[src/rtl/fp_transfer_pipe.sv]
// Pipelined int/fp register transfer and FCLASS unit with NaN-boxing, tag passthrough and an
// elastic valid/ready pipeline. Results are computed at acceptance; later stages only delay.
module fp_transfer_pipe #(
  parameter int unsigned DATA_W     = 64,
  parameter int unsigned PIPE_DEPTH = 2,
  parameter int unsigned TAG_W      = 5
) (
  input  logic              CLK,
  input  logic              RESET,
  input  logic              IN_VALID,
  output logic              IN_READY,
  input  logic [DATA_W-1:0] INPUT,
  input  logic              SP_DP,
  input  logic [2:0]        OPERATION,
  input  logic [TAG_W-1:0]  IN_TAG,
  output logic              OUT_VALID,
  input  logic              OUT_READY,
  output logic [DATA_W-1:0] OUTPUT,
  output logic [TAG_W-1:0]  OUT_TAG,
  output logic              OUT_ILLEGAL,
  output logic              BUSY
);

  localparam logic [2:0] OpMovIntFp = 3'b000;
  localparam logic [2:0] OpMovFpInt = 3'b001;
  localparam logic [2:0] OpFclass   = 3'b100;
  localparam bit         HasDp      = (DATA_W == 64);

  // One-hot class: -inf, -norm, -sub, -0, +0, +sub, +norm, +inf, sNaN, qNaN.
  function automatic logic [9:0] fclass(input logic sign, input logic exp_ones,
                                        input logic exp_zero, input logic man_zero,
                                        input logic man_msb);
    logic [9:0] c;
    c = '0;
    if (exp_ones) begin
      if (man_zero)     c[sign ? 0 : 7] = 1'b1;
      else if (man_msb) c[9] = 1'b1;
      else              c[8] = 1'b1;
    end else if (exp_zero) begin
      if (man_zero) c[sign ? 3 : 4] = 1'b1;
      else          c[sign ? 2 : 5] = 1'b1;
    end else begin
      c[sign ? 1 : 6] = 1'b1;
    end
    return c;
  endfunction

  logic [9:0]        class_sp;
  logic [9:0]        class_dp;
  logic              sp_boxed;
  logic [DATA_W-1:0] mov_to_fp_sp;
  logic [DATA_W-1:0] mov_to_int_sp;

  assign class_sp = fclass(INPUT[31], &INPUT[30:23], ~|INPUT[30:23], ~|INPUT[22:0], INPUT[22]);

  generate
    if (DATA_W == 64) begin : g_dp
      assign class_dp      = fclass(INPUT[63], &INPUT[62:52], ~|INPUT[62:52], ~|INPUT[51:0],
                                    INPUT[51]);
      assign sp_boxed      = &INPUT[63:32];
      assign mov_to_fp_sp  = {32'hFFFF_FFFF, INPUT[31:0]};
      assign mov_to_int_sp = {{32{INPUT[31]}}, INPUT[31:0]};
    end else begin : g_sp
      // 32-bit datapath: no boxing, and DP ops are flagged illegal before class_dp is used.
      assign class_dp      = '0;
      assign sp_boxed      = 1'b1;
      assign mov_to_fp_sp  = INPUT;
      assign mov_to_int_sp = INPUT;
    end
  endgenerate

  logic [DATA_W-1:0] res_data;
  logic              res_illegal;

  always_comb begin
    res_data    = '0;
    res_illegal = 1'b0;
    if (SP_DP && !HasDp) begin
      res_illegal = 1'b1;
    end else begin
      case (OPERATION)
        OpMovIntFp: res_data = SP_DP ? INPUT : mov_to_fp_sp;
        OpMovFpInt: res_data = SP_DP ? INPUT : mov_to_int_sp;
        OpFclass:   res_data[9:0] = SP_DP ? class_dp : (sp_boxed ? class_sp : 10'h200);
        default:    res_illegal = 1'b1;
      endcase
    end
  end

  logic [PIPE_DEPTH-1:0] valid_q, valid_d;
  logic [DATA_W-1:0]     data_q [PIPE_DEPTH];
  logic [DATA_W-1:0]     data_d [PIPE_DEPTH];
  logic [TAG_W-1:0]      tag_q  [PIPE_DEPTH];
  logic [TAG_W-1:0]      tag_d  [PIPE_DEPTH];
  logic [PIPE_DEPTH-1:0] ill_q, ill_d;
  logic [PIPE_DEPTH-1:0] advance;

  // A stage advances if it or any stage downstream of it has a hole, or the sink takes data.
  always_comb begin
    logic run;
    advance = '0;
    run     = OUT_READY;
    for (int k = int'(PIPE_DEPTH) - 1; k >= 0; k--) begin
      run        = run | ~valid_q[k];
      advance[k] = run;
    end
  end

  always_comb begin
    valid_d = valid_q;
    data_d  = data_q;
    tag_d   = tag_q;
    ill_d   = ill_q;
    if (advance[0]) begin
      valid_d[0] = IN_VALID;
      if (IN_VALID) begin
        data_d[0] = res_data;
        tag_d[0]  = IN_TAG;
        ill_d[0]  = res_illegal;
      end
    end
    for (int k = 1; k < int'(PIPE_DEPTH); k++) begin
      if (advance[k]) begin
        valid_d[k] = valid_q[k-1];
        if (valid_q[k-1]) begin
          data_d[k] = data_q[k-1];
          tag_d[k]  = tag_q[k-1];
          ill_d[k]  = ill_q[k-1];
        end
      end
    end
  end

  always_ff @(posedge CLK) begin
    if (RESET) begin
      valid_q <= '0;
      ill_q   <= '0;
      for (int k = 0; k < int'(PIPE_DEPTH); k++) begin
        data_q[k] <= '0;
        tag_q[k]  <= '0;
      end
    end else begin
      valid_q <= valid_d;
      ill_q   <= ill_d;
      data_q  <= data_d;
      tag_q   <= tag_d;
    end
  end

  assign IN_READY    = ~valid_q[0] | advance[0];
  assign OUT_VALID   = valid_q[PIPE_DEPTH-1];
  assign OUTPUT      = data_q[PIPE_DEPTH-1];
  assign OUT_TAG     = tag_q[PIPE_DEPTH-1];
  assign OUT_ILLEGAL = ill_q[PIPE_DEPTH-1];
  assign BUSY        = |valid_q;

endmodule

[config.mk]
export PLATFORM = sky130hd
export DESIGN_NAME = fp_transfer_pipe
export DESIGN_NICKNAME = d
export VERILOG_FILES = /design/src/rtl/fp_transfer_pipe.sv
export SDC_FILE = /design/constraint.sdc
export NUM_CORES = 1
export LEC_CHECK = 0
export ABC_AREA = 1
export CAP_MARGIN = 30
export CORE_MARGIN = 10
export CORE_UTILIZATION = 60
export CTS_CLUSTER_DIAMETER = 40
export DETAILED_ROUTE_END_ITERATION = 10
export DONT_BUFFER_PORTS = 1
export PLACE_DENSITY = 0.73
export SLEW_MARGIN = 25
export SYNTH_ARGS = -nofsm -noshare
export SYNTH_HDL_FRONTEND = slang
export SYNTH_SLANG_ARGS = --single-unit
export TNS_END_PERCENT = 100
[constraint.sdc]
create_clock -name CLK -period 1.5 [get_ports CLK]
set_input_delay 0.3 -clock CLK [delete_from_list [all_inputs] [get_ports CLK]]
set_output_delay 0.3 -clock CLK [all_outputs]
set_load 0.01 [all_outputs]
==> impl_metrics.ini <==
[finish]
final_design_area_no_fill_mm2 = 0.00671
area_delta_synth_final_pct = 3.62
post_layout_nonfiller_instances = 1007
antenna_cells_inserted = 0
nets = 936
drive_above_1_share = 0.0746

[synth]
syn-num-nets = 1016
synth_ff_type = sky130_fd_sc_hd__dfxtp_1
post-synth-top-area-cell = sky130_fd_sc_hd__dfxtp_1
yosysUniqueCellTypes = 20
postSynthCellCount = 939
synth.cells.most_frequent = sky130_fd_sc_hd__nand2_1, sky130_fd_sc_hd__dfxtp_1, sky130_fd_sc_hd__a21oi_1
synth_area_leaders = sky130_fd_sc_hd__dfxtp_1, sky130_fd_sc_hd__nand2_1, sky130_fd_sc_hd__a21oi_1, sky130_fd_sc_hd__buf_4, sky130_fd_sc_hd__nor2_1
synth_top_cell_area_share = 0.439
syn_area_mm2 = 0.00647
synth_most_common_cell = sky130_fd_sc_hd__nand2_1
ys_seq_elements = 142
synth.yosys.seq_area_share = 0.439
syn_avg_cell_area_um2 = 6.89
synthArstFlopShare = 0
number_of_enable_type_register_cells_in_the_synthesized_netlist = 0
yosys_warnings = 0

[cts]
clkLatencyLatePin_ns = 0.54
htree_levels = 4
clock_sinks = 142
num_cts_buffers = 17
post_cts.repair.setup_buffers = 0
clk_root_buffer_cell = sky130_fd_sc_hd__clkbuf_8
clkTransAtPathRegs_ns = 0.06
clock_path_buffers = 2
tritoncts_clock_tree = yes

[grt]
global_route.overflow_total = 0
vias_in_the_first_global_route = 5199
grt_first_pass_wirelength_mm = 25.6
track_usage = 0.213
grt_start_max_net_pins = 143
antenna_violations_before_repair = 0

[worst_setup_path]
critPathMaxStageDelay_ns = 0.36
arrival_ns = 1.16
cp_data_required_time_ns = 1.20
path_cells = or2_4
path_class = flop to output pin
buf_inv_on_cp = 0
crit_family = flip-flops
worstSetupEndpointType = output pin
worst_setup_path_start_kind = flop
critical_path.slowest_cell = sky130_fd_sc_hd__dfxtp_4
cp_max_fo = 4

[sta]
rsz0062_at_grt = no
slew_headroom = 0.741
finalHoldViolCount = 142
period_minus_ws_final_ns = 1.46
worst_clock_skew_ns = 0.0148
maxSlewViolCount = 0
timing.final.ws_setup_ns = 0.0378
fin_hold_ws_ns = -0.154
clock.fmax_mhz = 684
final.period_utilization = 0.975
setup_violations = 0
tightestPinTransition_ns = 0.389

[pwr]
power.density_mw_per_mm2 = 1260
vdd_ir_max_uv = 817
power.leakage_uw = 0.00246

[route]
drc_errors = 0
viasPerCell = 5.48
dr.pass1.iters = 7
wl_mm = 16.5
post_drt_wl_per_cell_um = 16.3
final_antenna_net_count = 0
drt_first_iter_violations = 582
via_count = 5520

[placed_design]
post-dp-hpwl_mm = 11.6
routability_congestion_estimate = 0.941
dpl-instance-area_mm2 = 0.00613
placement.setup.worst_slack_ns = -0.0660
port-buffer-count = 0
dp_cells = 976

[floorplan]
die_w_um = 124
die_area_mm2 = 0.0153
dieHeight_um = 124
fp-row-count = 37
floorplan.io_pins = 150
floorplan.initialDensity = 0.621
core_area_mm2 = 0.0104

[min_path]
hold_class = input port to flop

[status]
outcome = finished with violations
violations = negative hold slack

[job]
maxCapViolCount = 0
## kinds of logic (layout without fill, tap and decap cells)
family / after synthesis / after routing / synth area share
buffers and inverters: 153 / 85 / 0.134
AOI/OAI and AO/OA: 178 / 178 / 0.145
and+or+nand+nor: 466 / 466 / 0.282
DFF: 142 / 142 / 0.439
## final cells by class
class	instances	area [um^2]
Sequential cell	142	2850
Clock inverter	7	114
Fill cell	955	3710
Tap cell	136	170
Multi-Input combinational cell	644	2770
Clock buffer	24	440
Inverter	33	124
Timing Repair Buffer	21	236
## stage by stage
step                setup TNS [ns]  total power (uW)   util
floorplan                        0              4410      -
global placement           -0.0852              4460  0.589
detailed placement          -0.195              4470  0.589
CTS                              0              8470  0.643
global route                     0              8710  0.644
finish                           0              8420  0.644
## where the power goes
group	internal (uW)	switching [uW]	leakage (uW)
Sequential	3860	61.1	0.00115
Combinational	175	302	0.00104
Clock	2520	1510	0.000271
Total	6550	1870	0.00246
## routing by layer
metal	GRT usage	part of all wire
met2	0.341	0.47
met5	0	0
met3	0.0842	0.11
met4	0.0990	0.025
met1	0.245	0.39
## state kept, by name (all words and copies together), names as in the netlist
signal   cells
OUTPUT      64
data_q      64
OUT_TAG      5
tag_q        5
ill_q        2
valid_q      2
## final timing paths
check	from	to	slack, ns	depth (start not counted)
worst max register to register	valid_q[1]	data_q[127]	0.17	6
worst min-delay path	RESET	OUTPUT[45]	-0.15	1
worst max-delay path	valid_q[1]	BUSY	0.04	1
worst min register to register	data_q[123]	OUTPUT[59]	0.46	2
## layout by cell type, fill, tap and decap left out, drive strengths merged
| master | n |
|---|---|
| a21oi | 136 |
| clkbuf | 24 |
| inv | 33 |
| nand2 | 345 |
| nor2 | 91 |
| nand3 | 15 |
| nand3b | 1 |
| a2111oi | 1 |
| clkinv | 4 |
| buf | 21 |
| dfxtp | 142 |
| nand4 | 8 |
| or2 | 6 |
| a22oi | 9 |
| bufinv | 3 |
| o21ai | 32 |
## what timing repair did
item	in CTS	in global routing
endpoints found under the hold margin	142	142
gates resized for setup	4	2
endpoints found under the setup margin	2	1
No activity file was read; power rests on OpenSTA's default activity.
